File: src/rtl/led_status_pkg.sv
// Shared definitions for the LED status sequencer.
// Holds the status encoding and the default blink prescale exponents.
package led_status_pkg;

    typedef enum logic [1:0] {
        ST_IDLE = 2'd0,
        ST_LOG  = 2'd1,
        ST_ACT  = 2'd2,
        ST_ERR  = 2'd3
    } state_t;

    localparam int unsigned DEF_P_LOG = 23;
    localparam int unsigned DEF_P_ACT = 21;
    localparam int unsigned DEF_P_ERR = 19;

endpackage

File: src/rtl/led_status_seq_hold_timer.sv
// Retriggerable saturating down-counter for the activity hold.
// Ports: i_clk, i_rst (async, high), i_load (reload to CYCLES),
// o_active (post-update count is nonzero, i.e. valid for this edge).
module hold_timer #(
    parameter int unsigned CYCLES = 16_000_000
) (
    input  logic i_clk,
    input  logic i_rst,
    input  logic i_load,
    output logic o_active
);

    localparam int unsigned W = $clog2(CYCLES + 1);

    logic [W-1:0] hold_q;
    logic [W-1:0] hold_d;

    always_comb begin
        hold_d = hold_q;
        if (i_load)
            hold_d = W'(CYCLES);
        else if (hold_q != '0)
            hold_d = hold_q - 1'b1;
    end

    // Exposes the value the counter is about to take, so the
    // priority logic sees the post-update hold in the same cycle.
    assign o_active = (hold_d != '0);

    always_ff @(posedge i_clk or posedge i_rst) begin
        if (i_rst)
            hold_q <= '0;
        else
            hold_q <= hold_d;
    end

endmodule

File: src/rtl/led_status_seq.sv
// Status sequencer: prioritises error/activity/logging into a blink
// enable and prescale exponent, forcing a 1-cycle enable gap on change.
// Ports: i_clk, i_rst (async, high), i_evt_err, i_err_clr, i_evt_act,
// i_logging in; o_blink_en, o_clk_prescale, o_state out.
module led_status_seq
    import led_status_pkg::*;
#(
    parameter int unsigned PRESCALE_W      = 5,
    parameter int unsigned P_LOG           = DEF_P_LOG,
    parameter int unsigned P_ACT           = DEF_P_ACT,
    parameter int unsigned P_ERR           = DEF_P_ERR,
    parameter int unsigned ACT_HOLD_CYCLES = 16_000_000
) (
    input  logic                  i_clk,
    input  logic                  i_rst,
    input  logic                  i_evt_err,
    input  logic                  i_err_clr,
    input  logic                  i_evt_act,
    input  logic                  i_logging,
    output logic                  o_blink_en,
    output logic [PRESCALE_W-1:0] o_clk_prescale,
    output logic [1:0]            o_state
);

    localparam logic [PRESCALE_W-1:0] PL = PRESCALE_W'(P_LOG);
    localparam logic [PRESCALE_W-1:0] PA = PRESCALE_W'(P_ACT);
    localparam logic [PRESCALE_W-1:0] PE = PRESCALE_W'(P_ERR);

    logic                  err_q;
    logic                  err_d;
    logic                  hold_act;
    state_t                st_q;
    state_t                st_d;
    logic                  blink_d;
    logic [PRESCALE_W-1:0] pre_d;

    hold_timer #(
        .CYCLES (ACT_HOLD_CYCLES)
    ) u_hold (
        .i_clk    (i_clk),
        .i_rst    (i_rst),
        .i_load   (i_evt_act),
        .o_active (hold_act)
    );

    always_comb begin
        // Set dominates clear.
        err_d = i_evt_err | (err_q & ~i_err_clr);

        st_d = ST_IDLE;
        priority case (1'b1)
            err_d:     st_d = ST_ERR;
            hold_act:  st_d = ST_ACT;
            i_logging: st_d = ST_LOG;
            default:   st_d = ST_IDLE;
        endcase

        // IDLE keeps the last rate so the divider is not disturbed.
        pre_d = o_clk_prescale;
        case (st_d)
            ST_LOG:  pre_d = PL;
            ST_ACT:  pre_d = PA;
            ST_ERR:  pre_d = PE;
            default: pre_d = o_clk_prescale;
        endcase

        // Any change drops the enable for a cycle so the blink
        // stage restarts at the new rate.
        blink_d = (st_d == st_q) && (st_d != ST_IDLE);
    end

    always_ff @(posedge i_clk or posedge i_rst) begin
        if (i_rst) begin
            err_q          <= 1'b0;
            st_q           <= ST_IDLE;
            o_blink_en     <= 1'b0;
            o_clk_prescale <= PL;
        end else begin
            err_q          <= err_d;
            st_q           <= st_d;
            o_blink_en     <= blink_d;
            o_clk_prescale <= pre_d;
        end
    end

    assign o_state = st_q;

endmodule

File: config.mk
export PLATFORM = sky130hd
export DESIGN_NAME = led_status_seq
export DESIGN_NICKNAME = d
export VERILOG_FILES = /design/src/rtl/led_status_pkg.sv /design/src/rtl/led_status_seq_hold_timer.sv /design/src/rtl/led_status_seq.sv
export SDC_FILE = /design/constraint.sdc
export NUM_CORES = 1
export LEC_CHECK = 0
export CAP_MARGIN = 0
export CORE_MARGIN = 5
export CORE_UTILIZATION = 25
export CTS_CLUSTER_SIZE = 30
export DETAILED_ROUTE_END_ITERATION = 12
export GPL_ROUTABILITY_DRIVEN = 0
export PLACE_DENSITY = 0.53
export SLEW_MARGIN = 10
export SYNTH_ARGS = -nofsm -noshare
export SYNTH_HDL_FRONTEND = slang
export SYNTH_HIERARCHICAL = 1
export SYNTH_SLANG_ARGS = --single-unit
File: constraint.sdc
create_clock -name i_clk -period 3.6 [get_ports i_clk]
set_input_delay 0.36 -clock i_clk [delete_from_list [all_inputs] [get_ports i_clk]]
set_output_delay 0.36 -clock i_clk [all_outputs]
set_load 0.02 [all_outputs]
==> out/metrics.csv, run 1 <==
stage;metric;value;unit
drt;Vias;1444;
timing;Slew headroom;0.3666;
final_layout;commonest non-fill, non-tap cell in the layout;dfrtp_1;
critical_path;Reg2Reg Setup Slack;180;ps
pwr;peak supply drop;0.0002398;V
cts;clock root cell;clkbuf_8;
placed_design;placed cell count;293;
floorplan;Die ar.;8915;um^2
placed_design;number of I/O port buffers;10;
cts;CTS tree;yes;
cts;Reg clk slew, reported paths;70;ps
critical_path;CP Capture Type;flop;
critical_path;origin of the worst setup path;u_hold/hold_q[8];
pwr;cell internal pwr;668.2;uW
floorplan;core area;6869;um^2
timing;Setup WS post-layout;181.4;ps
timing;RSZ-0062 raised after global routing;false;
final_layout;Synth-to-Final Area Change;18.19;%
logic_synthesis;Mapped Avg Cell Area;9.328;um^2
logic_synthesis;post-synthesis sequential area ratio;0.4228;
timing;period utilisation layout;0.9496;
pwr;NetSw;324.3;uW
logic_synthesis;Synth Flop Type;dfrtp_1;
timing;setup_tns;0;ps
cts;# H-tree levels;2;
pwr;clock network power share;0.323;
drt;antenna-violating nets left;0;
logic_synthesis;EDFF count, synth;0;
flow_run;total of max-cap violations;0;
critical_path;maximum fanout along the worst path;7;
drt;routed len/inst;13.37;um
timing;final number of setup-violating endpoints;0;
timing;post-route minimum period;3419;ps
global_routing;total track usage;0.09833;
logic_synthesis;mapped cell area;1782;um^2
cts;CTS buffer count;5;
pwr;Seq pwr share;0.427;
pwr;Comb power frac;0.251;
logic_synthesis;post-synthesis register bit count;30;
final_layout;final core occ;0.3066;
floorplan;Die Y;94.42;um
logic_synthesis;Ys Warns;6;
pwr;sw frac;0.3268;
cts;Longest Clk Path Bufs;2;
drt;DRT iter0 DRCs;119;
timing;Final Hold Violating Endpoints;0;
critical_path;Crit Reg-Reg Startpoint;u_hold/hold_q[8];
global_routing;global-route wire length before repair;6872;um
drt;drc violations;0;
drt;drt via density;4.781;
drt;WL final;4039;um
critical_path;WP data required;3750;ps
critical_path;CP startpoint kind;flop;
timing;skew final;5.597;ps
drt;DR pass1 iterations;4;
final_layout;Layout Nets;213;
cts;TritonCTS Sinks;30;
hold_path;hold crit path type;input port to asynchronous set/reset pin;
placed_design;post-DP HPWL;3046;um
critical_path;crit path DAT;3570;ps
floorplan;die span in x;94.42;um
global_routing;initial antenna violation count;0;
logic_synthesis;synthesized instance count;191;
floorplan;I/O pin count;14;
logic_synthesis;asr flop ratio synth;1.000;
global_routing;Congestion Overflow GR;0;
floorplan;Rows;30;
timing;Highest Clock Rate;292.5;MHz
final_layout;commonest cells after routing, fill and taps aside;dfrtp_1, nor2_1, nor4_1;
pwr;P per Cell Area;471.3;nW/um^2
critical_path;R2R cell count;8;
final_layout;Inserted Diodes;0;
logic_synthesis;Yosys cell types;47;
cts;worst skew pair latency;280;ps
final_layout;layout cells sized above 1;0.1456;
global_routing;vias in the first global route;1383;
status;status;finished, final reports clean;
pwr;Leak;0.7755;nW
timing;worst hold slack;323.8;ps
critical_path;Worst Path Class, Setup;flop to flop;
final_layout;Layout Cells excl Fill;302;
timing;Slew Viols, Final;0;
timing;Worst Tran Pin Value;949.1;ps
critical_path;Worst setup endpoint;o_state[1];
floorplan;Initial Util;0.2594;
placed_design;pre-CTS WS;144.9;ps
critical_path;FF-to-FF End;o_state[1];
global_routing;largest net degree at the start of global routing;25;
[layout make-up]
cell class	instances	area, um^2
timing repair buffer	16	145.1
multi-input combinational	145	950.9
tap	96	120.1
fill	713	4763
sequential	30	753.2
inverter	7	26.28
clock buffer	8	110.1
[state kept, by name, summed over array words and instances (netlist names)]
signal and flops:
o_state 2, u_hold/hold_q 24, o_clk_prescale 2, err_q 1, o_blink_en 1
[kinds of logic after synthesis]
group                    Yosys count  share of synthesized area
other                              2                   0.004215
buffers and inverters             17                    0.04916
adder cells (fa/ha/maj)            2                    0.01404
flip-flops                        30                     0.4228
AND/OR/NAND/NOR                  101                     0.3322
multiplexers                       2                    0.01194
AO/OA/AOI/OAI                     22                    0.09200
XOR/XNOR                          15                    0.07373
[critical path, stage by stage (launching register included)]
cell and delay, ps:
dfrtp_1 440, or4_4 590, or4_1 580, nor4_2 280, xnor2_1 180, nand4_1 130
nor4_1 310, nand4b_1 270, or3_2 520
[routing by layer]
| layer | vias up | wire length (um) | share of wire | GRT usage |
|---|---|---|---|---|
| li1 | 713 | - | - | - |
| met4 | 0 | 19 | 0.0047 | 0.02888 |
| met2 | 27 | 1871 | 0.46 | 0.1472 |
| met5 | - | 0 | 0 | 0 |
| met1 | 702 | 1970 | 0.49 | 0.1399 |
| met3 | 2 | 178 | 0.044 | 0.02390 |
[cells in the mapped netlist (all sizes together) (3+ instances only)]
master / count / area [um^2]
buf: 8 / 53.80
xnor2: 10 / 87.58
or4: 7 / 60.06
nand2: 11 / 41.29
nand4: 4 / 25.02
or3: 6 / 38.79
nor3: 8 / 51.30
dfrtp: 28 / 700.7
a21oi: 5 / 25.02
xor2: 5 / 43.79
o31ai: 3 / 22.52
nor2b: 5 / 38.78
nor4: 13 / 81.33
o21ai: 6 / 30.03
inv: 7 / 26.27
nand3: 9 / 50.05
nor2: 27 / 116.4
[worst min path at each step]
stage                            from           endpoint  cells past startpoint
floorplan                       i_rst              err_q                      1
global placement    o_clk_prescale[1]  o_clk_prescale[1]                      2
detailed placement  o_clk_prescale[1]  o_clk_prescale[1]                      2
CTS                             i_rst         o_state[0]                      2
global route                    i_rst         o_blink_en                      2
finish                          i_rst         o_blink_en                      2
[power by group through the flow]
stage	Combinational, mW	Sequential (mW)	Clock, mW
final	0.249	0.424	0.320
after global routing	0.276	0.430	0.352
after CTS	0.250	0.423	0.329
after detailed placement	0.248	0.429	0
after global placement	0.251	0.427	0
after floorplan	0.197	0.418	0
[repair_timing]
| action | in CTS | in global routing |
|---|---|---|
| gates resized for setup | 0 | 1 |
| setup endpoints to repair | 0 | 2 |
| hold buffers | 0 | 0 |
| endpoints found under the hold margin | 0 | 0 |
| buffers inserted | 0 | 1 |
[per-stage QoR]
step / instance area [um^2] / power, mW
after floorplan: 1785 / 0.6154
after global placement: 1982 / 0.6784
after detailed placement: 1982 / 0.6773
after CTS: 2092 / 1.002
after global routing: 2106 / 1.058
final: 2106 / 0.9925
No activity file was read; power rests on OpenSTA's default activity.
==> inputs of run 2 (changes only) <==
--- a/config.mk
+++ b/config.mk
@@ -8,10 +8,12 @@
 export CAP_MARGIN = 0
 export CORE_MARGIN = 5
 export CORE_UTILIZATION = 25
+export CTS_BUF_LIST = sky130_fd_sc_hd__clkbuf_4 sky130_fd_sc_hd__clkbuf_8
 export CTS_CLUSTER_SIZE = 30
 export DETAILED_ROUTE_END_ITERATION = 12
 export GPL_ROUTABILITY_DRIVEN = 0
-export PLACE_DENSITY = 0.53
+export PLACE_DENSITY = 0.42
+export RECOVER_POWER = 50
 export SLEW_MARGIN = 10
 export SYNTH_ARGS = -nofsm -noshare
 export SYNTH_HDL_FRONTEND = slang
==> run 2 against run 1 <==
Sequential cell count did not move. Largest power group unchanged. Highest routed layer unchanged. Via count fell by 0.83%. Combinational power rose by 8.0%.
==> out/metrics.csv, run 2 (synthesis gave the netlist of run 1 again) <==
stage;metric;value;unit;change
status;status;finished, final reports clean;;unchanged
timing;skew final;9.671;ps;was 5.597 ps
global_routing;vias in the first global route;1433;;was 1,383
cts;CTS tree;yes;;unchanged
timing;final number of setup-violating endpoints;0;;unchanged
pwr;NetSw;330.8;uW;was 324.3 uW
pwr;Leak;0.7808;nW;was 0.7755 nW
drt;WL final;4437;um;was 4039 um
global_routing;total track usage;0.1082;;was 0.09833
timing;Slew headroom;0.3725;;was 0.3666
critical_path;Critical-path top delay cell;or4_4;;unchanged
critical_path;Reg2Reg Setup Slack;180;ps;about the same
drt;Vias;1432;;was 1,444
final_layout;number of flip-flops in the largest register;24;;unchanged
cts;TritonCTS Sinks;30;;unchanged
floorplan;Initial Util;0.2594;;unchanged
final_layout;Inserted Diodes;0;;unchanged
pwr;Comb power frac;0.276;;was 0.251
timing;worst hold slack;463.1;ps;was 323.8 ps
cts;# H-tree levels;2;;unchanged
floorplan;core area;6869;um^2;unchanged
critical_path;R2R cell count;8;;unchanged
cts;Longest Clk Path Bufs;2;;unchanged
flow_run;total of max-cap violations;0;;unchanged
pwr;P per Cell Area;463.9;nW/um^2;was 471.3 nW/um^2
critical_path;CP startpoint kind;flop;;unchanged
timing;Slew Viols, Final;0;;unchanged
timing;RSZ-0062 raised after global routing;false;;unchanged
timing;setup_tns;0;ps;unchanged
final_layout;Largest Register;u_hold/hold_q;;unchanged
critical_path;WP data required;3760;ps;was 3750 ps
drt;drc violations;0;;unchanged
final_layout;commonest non-fill, non-tap cell in the layout;dfrtp_1;;unchanged
hold_path;hold crit path type;input port to asynchronous set/reset pin;;unchanged
pwr;peak supply drop;0.0001284;V;was 0.0002398 V
timing;Final Hold Violating Endpoints;0;;unchanged
cts;worst skew pair latency;280;ps;about the same
pwr;sw frac;0.3396;;was 0.3268
critical_path;CP Capture Type;flop;;unchanged
timing;post-route minimum period;3417;ps;was 3419 ps
critical_path;FF-to-FF End;o_state[1];;unchanged
critical_path;CP max stage delay;590;ps;about the same
critical_path;cell chain of the critical path;or4_4, or4_1, nor4_1, xnor2_1, nand4_1, nor4_1, nand4b_1, or3_2;;was or4_4, or4_1, nor4_2, xnor2_1, nand4_1, nor4_1, nand4b_1, or3_2
critical_path;Crit Reg-Reg Startpoint;u_hold/hold_q[8];;unchanged
placed_design;post-DP HPWL;3300;um;was 3046 um
global_routing;global-route wire length before repair;7341;um;was 6872 um
critical_path;most used cell, CP;nor4_1;;
drt;DRT iter0 DRCs;110;;was 119
floorplan;Rows;30;;unchanged
drt;drt via density;4.711;;was 4.781
timing;period utilisation layout;0.9493;;was 0.9496
final_layout;commonest cells after routing, fill and taps aside;dfrtp_1, nor2_1, nor4_1;;unchanged
global_routing;Congestion Overflow GR;0;;unchanged
global_routing;initial antenna violation count;0;;unchanged
drt;routed len/inst;14.60;um;was 13.37 um
drt;DR pass1 iterations;4;;unchanged
critical_path;Worst Path Class, Setup;flop to flop;;unchanged
final_layout;layout cells sized above 1;0.1490;;was 0.1456
floorplan;die span in x;94.42;um;unchanged
timing;Highest Clock Rate;292.6;MHz;was 292.5 MHz
critical_path;Worst setup endpoint;o_state[1];;unchanged
floorplan;Die ar.;8915;um^2;unchanged
pwr;Seq pwr share;0.428;;was 0.427
final_layout;Layout Nets;215;;was 213
timing;Worst Tran Pin Value;940.3;ps;was 949.1 ps
pwr;clock network power share;0.296;;was 0.323
floorplan;I/O pin count;14;;unchanged
floorplan;Die Y;94.42;um;unchanged
critical_path;maximum fanout along the worst path;7;;unchanged
pwr;cell internal pwr;643.2;uW;was 668.2 uW
critical_path;crit path DAT;3570;ps;about the same
cts;CTS buffer count;5;;unchanged
cts;Reg clk slew, reported paths;70;ps;about the same
critical_path;origin of the worst setup path;u_hold/hold_q[8];;unchanged
cts;# hold bufs at CTS;0;;unchanged
final_layout;Synth-to-Final Area Change;17.84;%;was 18.19%
global_routing;largest net degree at the start of global routing;25;;unchanged
drt;antenna-violating nets left;0;;unchanged
placed_design;number of I/O port buffers;10;;unchanged
cts;clock root cell;clkbuf_8;;unchanged
run 2: worst min-delay path by stage:
stage / start / to / slack (ps)
after global placement: o_clk_prescale[1] / o_clk_prescale[1] / 540
after CTS: i_rst / err_q / 330
after detailed placement: o_clk_prescale[1] / o_clk_prescale[1] / 520
final: i_rst / err_q / 460
after floorplan: i_rst / err_q / 150
after global routing: i_rst / err_q / 480
run 2: power groups by stage:
| stage | sequential (mW) | combinational (mW) | clock (mW) |
|---|---|---|---|
| after floorplan | 0.418 | 0.197 | 0 |
| after global placement | 0.422 | 0.274 | 0 |
| after detailed placement | 0.422 | 0.269 | 0 |
| after CTS | 0.416 | 0.271 | 0.305 |
| after global routing | 0.423 | 0.298 | 0.321 |
| final | 0.417 | 0.269 | 0.288 |
run 2: timing repair:
item	in CTS	in global routing
setup buffers	0	1
resized for setup	0	0
endpoints found under the setup margin	0	2
hold endpoints to repair	0	0
run 2: area by class of cell:
cell class                 instances  area, um^2
fill                             735        4770
multi-input combinational        145       944.7
sequential                        30       753.2
timing repair buffer              18       160.2
tap                               96       120.1
clock buffer                       7       90.09
inverter                           7       26.28
clock inverter                     1       5.005
run 2: worst max-delay path, delay by kind of cell (launching register included):
| family | cells | cell delay (ps) |
|---|---|---|
| flip-flops | 1 | 450 |
| XOR/XNOR | 1 | 190 |
| AND/OR/NAND/NOR | 7 | 2660 |
run 2: through the flow:
step / total power, mW / utilization / setup WS, ps / cell area (um^2) / std cells
floorplan: 0.6154 / - / 496.1 / 1785 / 192
global placement: 0.6960 / 0.2907 / 254.2 / 1997 / 295
detailed placement: 0.6913 / 0.2907 / 207.4 / 1997 / 295
CTS: 0.9915 / 0.3046 / 191.5 / 2092 / 303
global route: 1.043 / 0.3056 / 10.74 / 2100 / 304
finish: 0.9740 / 0.3056 / 182.7 / 2100 / 304
run 2: layer usage:
layer	GRT usage	vias up	share of wire
met1	0.1402	694	0.48
met3	0.02550	5	0.032
met5	0	-	0
li1	-	715	-
met4	0.04693	0	0.017
met2	0.1714	18	0.47
==> inputs of run 3 (changes only) <==
--- a/config.mk
+++ b/config.mk
@@ -7,12 +7,12 @@
 export LEC_CHECK = 0
 export CAP_MARGIN = 0
 export CORE_MARGIN = 5
-export CORE_UTILIZATION = 25
+export CORE_UTILIZATION = 60
 export CTS_BUF_LIST = sky130_fd_sc_hd__clkbuf_4 sky130_fd_sc_hd__clkbuf_8
 export CTS_CLUSTER_SIZE = 30
 export DETAILED_ROUTE_END_ITERATION = 12
 export GPL_ROUTABILITY_DRIVEN = 0
-export PLACE_DENSITY = 0.42
+export PLACE_DENSITY = 0.83
 export RECOVER_POWER = 50
 export SLEW_MARGIN = 10
 export SYNTH_ARGS = -nofsm -noshare
==> run 3 against run 2 <==
Clock skew up 4.9 ps. Sequential cell count unchanged. Via count increased by 5.7%. Non-clock buffer count fell by 6. First-iteration DRC count increased by 68%. Largest cell class unchanged.
==> out/metrics.csv, run 3 (synthesis gave the netlist of run 1 again) <==
stage;metric;value;unit;change
final_layout;layout cells sized above 1;0.1287;;was 0.1490
global_routing;total track usage;0.2139;;was 0.1082
timing;Worst Tran Pin Value;907.1;ps;was 940.3 ps
critical_path;Buf/Inv on CP;0;;unchanged
final_layout;Inserted Diodes;0;;unchanged
cts;Reg clk slew, reported paths;100;ps;was 70 ps
floorplan;Die ar.;4160;um^2;was 8915 um^2
pwr;cell internal pwr;605.3;uW;was 643.2 uW
placed_design;post-DP HPWL;2817;um;was 3300 um
timing;Slew Viols, Final;0;;unchanged
timing;skew final;14.58;ps;was 9.671 ps
flow_run;total of max-cap violations;0;;unchanged
timing;Slew headroom;0.3946;;was 0.3725
pwr;Seq pwr share;0.463;;was 0.428
critical_path;Reg2Reg Setup Slack;180;ps;about the same
critical_path;CP startpoint kind;flop;;unchanged
critical_path;Crit Reg-Reg Startpoint;u_hold/hold_q[8];;unchanged
critical_path;FF-to-FF End;o_blink_en;;was o_state[1]
timing;period utilisation layout;0.9497;;was 0.9493
critical_path;WP data required;3800;ps;was 3760 ps
final_layout;commonest cells after routing, fill and taps aside;dfrtp_1, nor2_1, nor4_1;;unchanged
drt;routed len/inst;17.04;um;was 14.60 um
pwr;NetSw;314.0;uW;was 330.8 uW
final_layout;Largest Register;u_hold/hold_q;;unchanged
critical_path;cell chain of the critical path;or4_4, nor3_4, nand3_2, or4_1, a2111oi_4, nor4_1, nand4b_1, nand4bb_1, nor3_1, a311o_1;;was or4_4, or4_1, nor4_1, xnor2_1, nand4_1, nor4_1, nand4b_1, or3_2
global_routing;global-route wire length before repair;6913;um;was 7341 um
floorplan;Initial Util;0.6351;;was 0.2594
critical_path;crit path DAT;3620;ps;was 3570 ps
global_routing;initial antenna violation count;0;;unchanged
final_layout;Final Cell Area;1963;um^2;was 2100 um^2
critical_path;Worst Path Class, Setup;flop to flop;;unchanged
timing;Final Hold Violating Endpoints;0;;unchanged
cts;CTS buffer count;5;;unchanged
timing;final number of setup-violating endpoints;0;;unchanged
cts;Longest Clk Path Bufs;2;;unchanged
final_layout;Layout Nets;209;;was 215
critical_path;CP max stage delay;680;ps;was 590 ps
floorplan;Die Y;64.50;um;was 94.42 um
final_layout;number of flip-flops in the largest register;24;;unchanged
final_layout;Synth-to-Final Area Change;10.18;%;was 17.84%
drt;WL final;3971;um;was 4437 um
cts;# hold bufs at CTS;0;;unchanged
timing;post-route minimum period;3419;ps;was 3417 ps
timing;worst hold slack;400.0;ps;was 463.1 ps
pwr;peak supply drop;0.0002991;V;was 0.0001284 V
critical_path;origin of the worst setup path;u_hold/hold_q[8];;unchanged
global_routing;Congestion Overflow GR;0;;unchanged
placed_design;number of I/O port buffers;10;;unchanged
drt;antenna-violating nets left;0;;unchanged
pwr;total power draw;919.3;uW;was 974.0 uW
floorplan;die span in x;64.50;um;was 94.42 um
cts;clock root cell;clkbuf_4;;was clkbuf_8
status;status;finished, final reports clean;;unchanged
critical_path;CP Capture Type;flop;;unchanged
final_layout;commonest non-fill, non-tap cell in the layout;dfrtp_1;;unchanged
cts;worst skew pair latency;330;ps;was 280 ps
placed_design;placed cell count;225;;was 295
cts;TritonCTS Sinks;30;;unchanged
critical_path;Critical-path top delay cell;or4_1;;was or4_4
final_layout;Layout Cells excl Fill;233;;was 304
pwr;Leak;0.7447;nW;was 0.7808 nW
global_routing;largest net degree at the start of global routing;25;;unchanged
placed_design;placed instance area;1878;um^2;was 1997 um^2
drt;drc violations;0;;unchanged
drt;DRT iter0 DRCs;185;;was 110
pwr;P per Cell Area;468.3;nW/um^2;was 463.9 nW/um^2
drt;drt via density;6.494;;was 4.711
pwr;clock network power share;0.268;;was 0.296
pwr;sw frac;0.3416;;was 0.3396
timing;setup_tns;0;ps;unchanged
critical_path;cell depth of the worst setup path;10;;was 8
cts;# H-tree levels;2;;unchanged
floorplan;I/O pin count;14;;unchanged
drt;Vias;1513;;was 1,432
critical_path;Worst setup endpoint;o_blink_en;;was o_state[1]
critical_path;R2R cell count;10;;was 8
critical_path;CP delay by family, top;simple AND/OR/NAND/NOR gates;;unchanged
critical_path;maximum fanout along the worst path;7;;unchanged
global_routing;vias in the first global route;1451;;was 1,433
cts;CTS tree;yes;;unchanged
pwr;Comb power frac;0.269;;was 0.276
timing;Highest Clock Rate;292.5;MHz;was 292.6 MHz
drt;DR pass1 iterations;4;;unchanged
floorplan;Rows;19;;was 30
floorplan;core area;2805;um^2;was 6869 um^2
hold_path;hold crit path type;input port to asynchronous set/reset pin;;unchanged
## run 3: cell count changes in the layout (fill, tap and decap cells not counted)
cell,change
nor4_1,-1
buf_4,-6
clkinv_2,-1
clkbuf_4,+4
nor4_2,+1
clkbuf_8,-3
## run 3: what timing repair did
item | in CTS | in global routing
endpoints found under the setup margin | 0 | 2
hold endpoints to repair | 0 | 0
buffers inserted | 0 | 0
resized for setup | 0 | 1
## run 3: worst min path at each step
| stage | cells past startpoint | end |
|---|---|---|
| floorplan | 1 | err_q |
| global placement | 2 | o_clk_prescale[1] |
| detailed placement | 2 | o_clk_prescale[1] |
| CTS | 2 | err_q |
| global route | 2 | err_q |
| finish | 2 | err_q |
## run 3: through the flow
step / setup WS (ps) / util
floorplan: 496.1 / -
global placement: 326.8 / 0.6695
detailed placement: 209.1 / 0.6695
CTS: 189.6 / 0.6976
global route: -3.593 / 0.6998
finish: 181.1 / 0.6998
## run 3: area by class of cell
type	count	area [um^2]
repair buffers	12	115.1
clock buffers	8	78.83
fillers	212	842.1
well taps	31	38.79
flip-flops and latches	30	753.2
inverters	7	26.28
multi-input cells	145	950.9
## run 3: power by group through the flow
stage	logic [mW]	registers, mW	clock network [mW]
detailed placement	0.239	0.429	0
global route	0.272	0.431	0.272
floorplan	0.197	0.418	0
global placement	0.236	0.425	0
finish	0.247	0.425	0.246
CTS	0.244	0.423	0.254
## run 3: per-layer routing
metal / vias to the layer above / track usage / part of all wire
met5: - / 0 / 0
met4: 0 / 0.06860 / 0.019
met3: 13 / 0.05527 / 0.079
met2: 73 / 0.3557 / 0.48
met1: 717 / 0.2739 / 0.42
li1: 710 / - / -
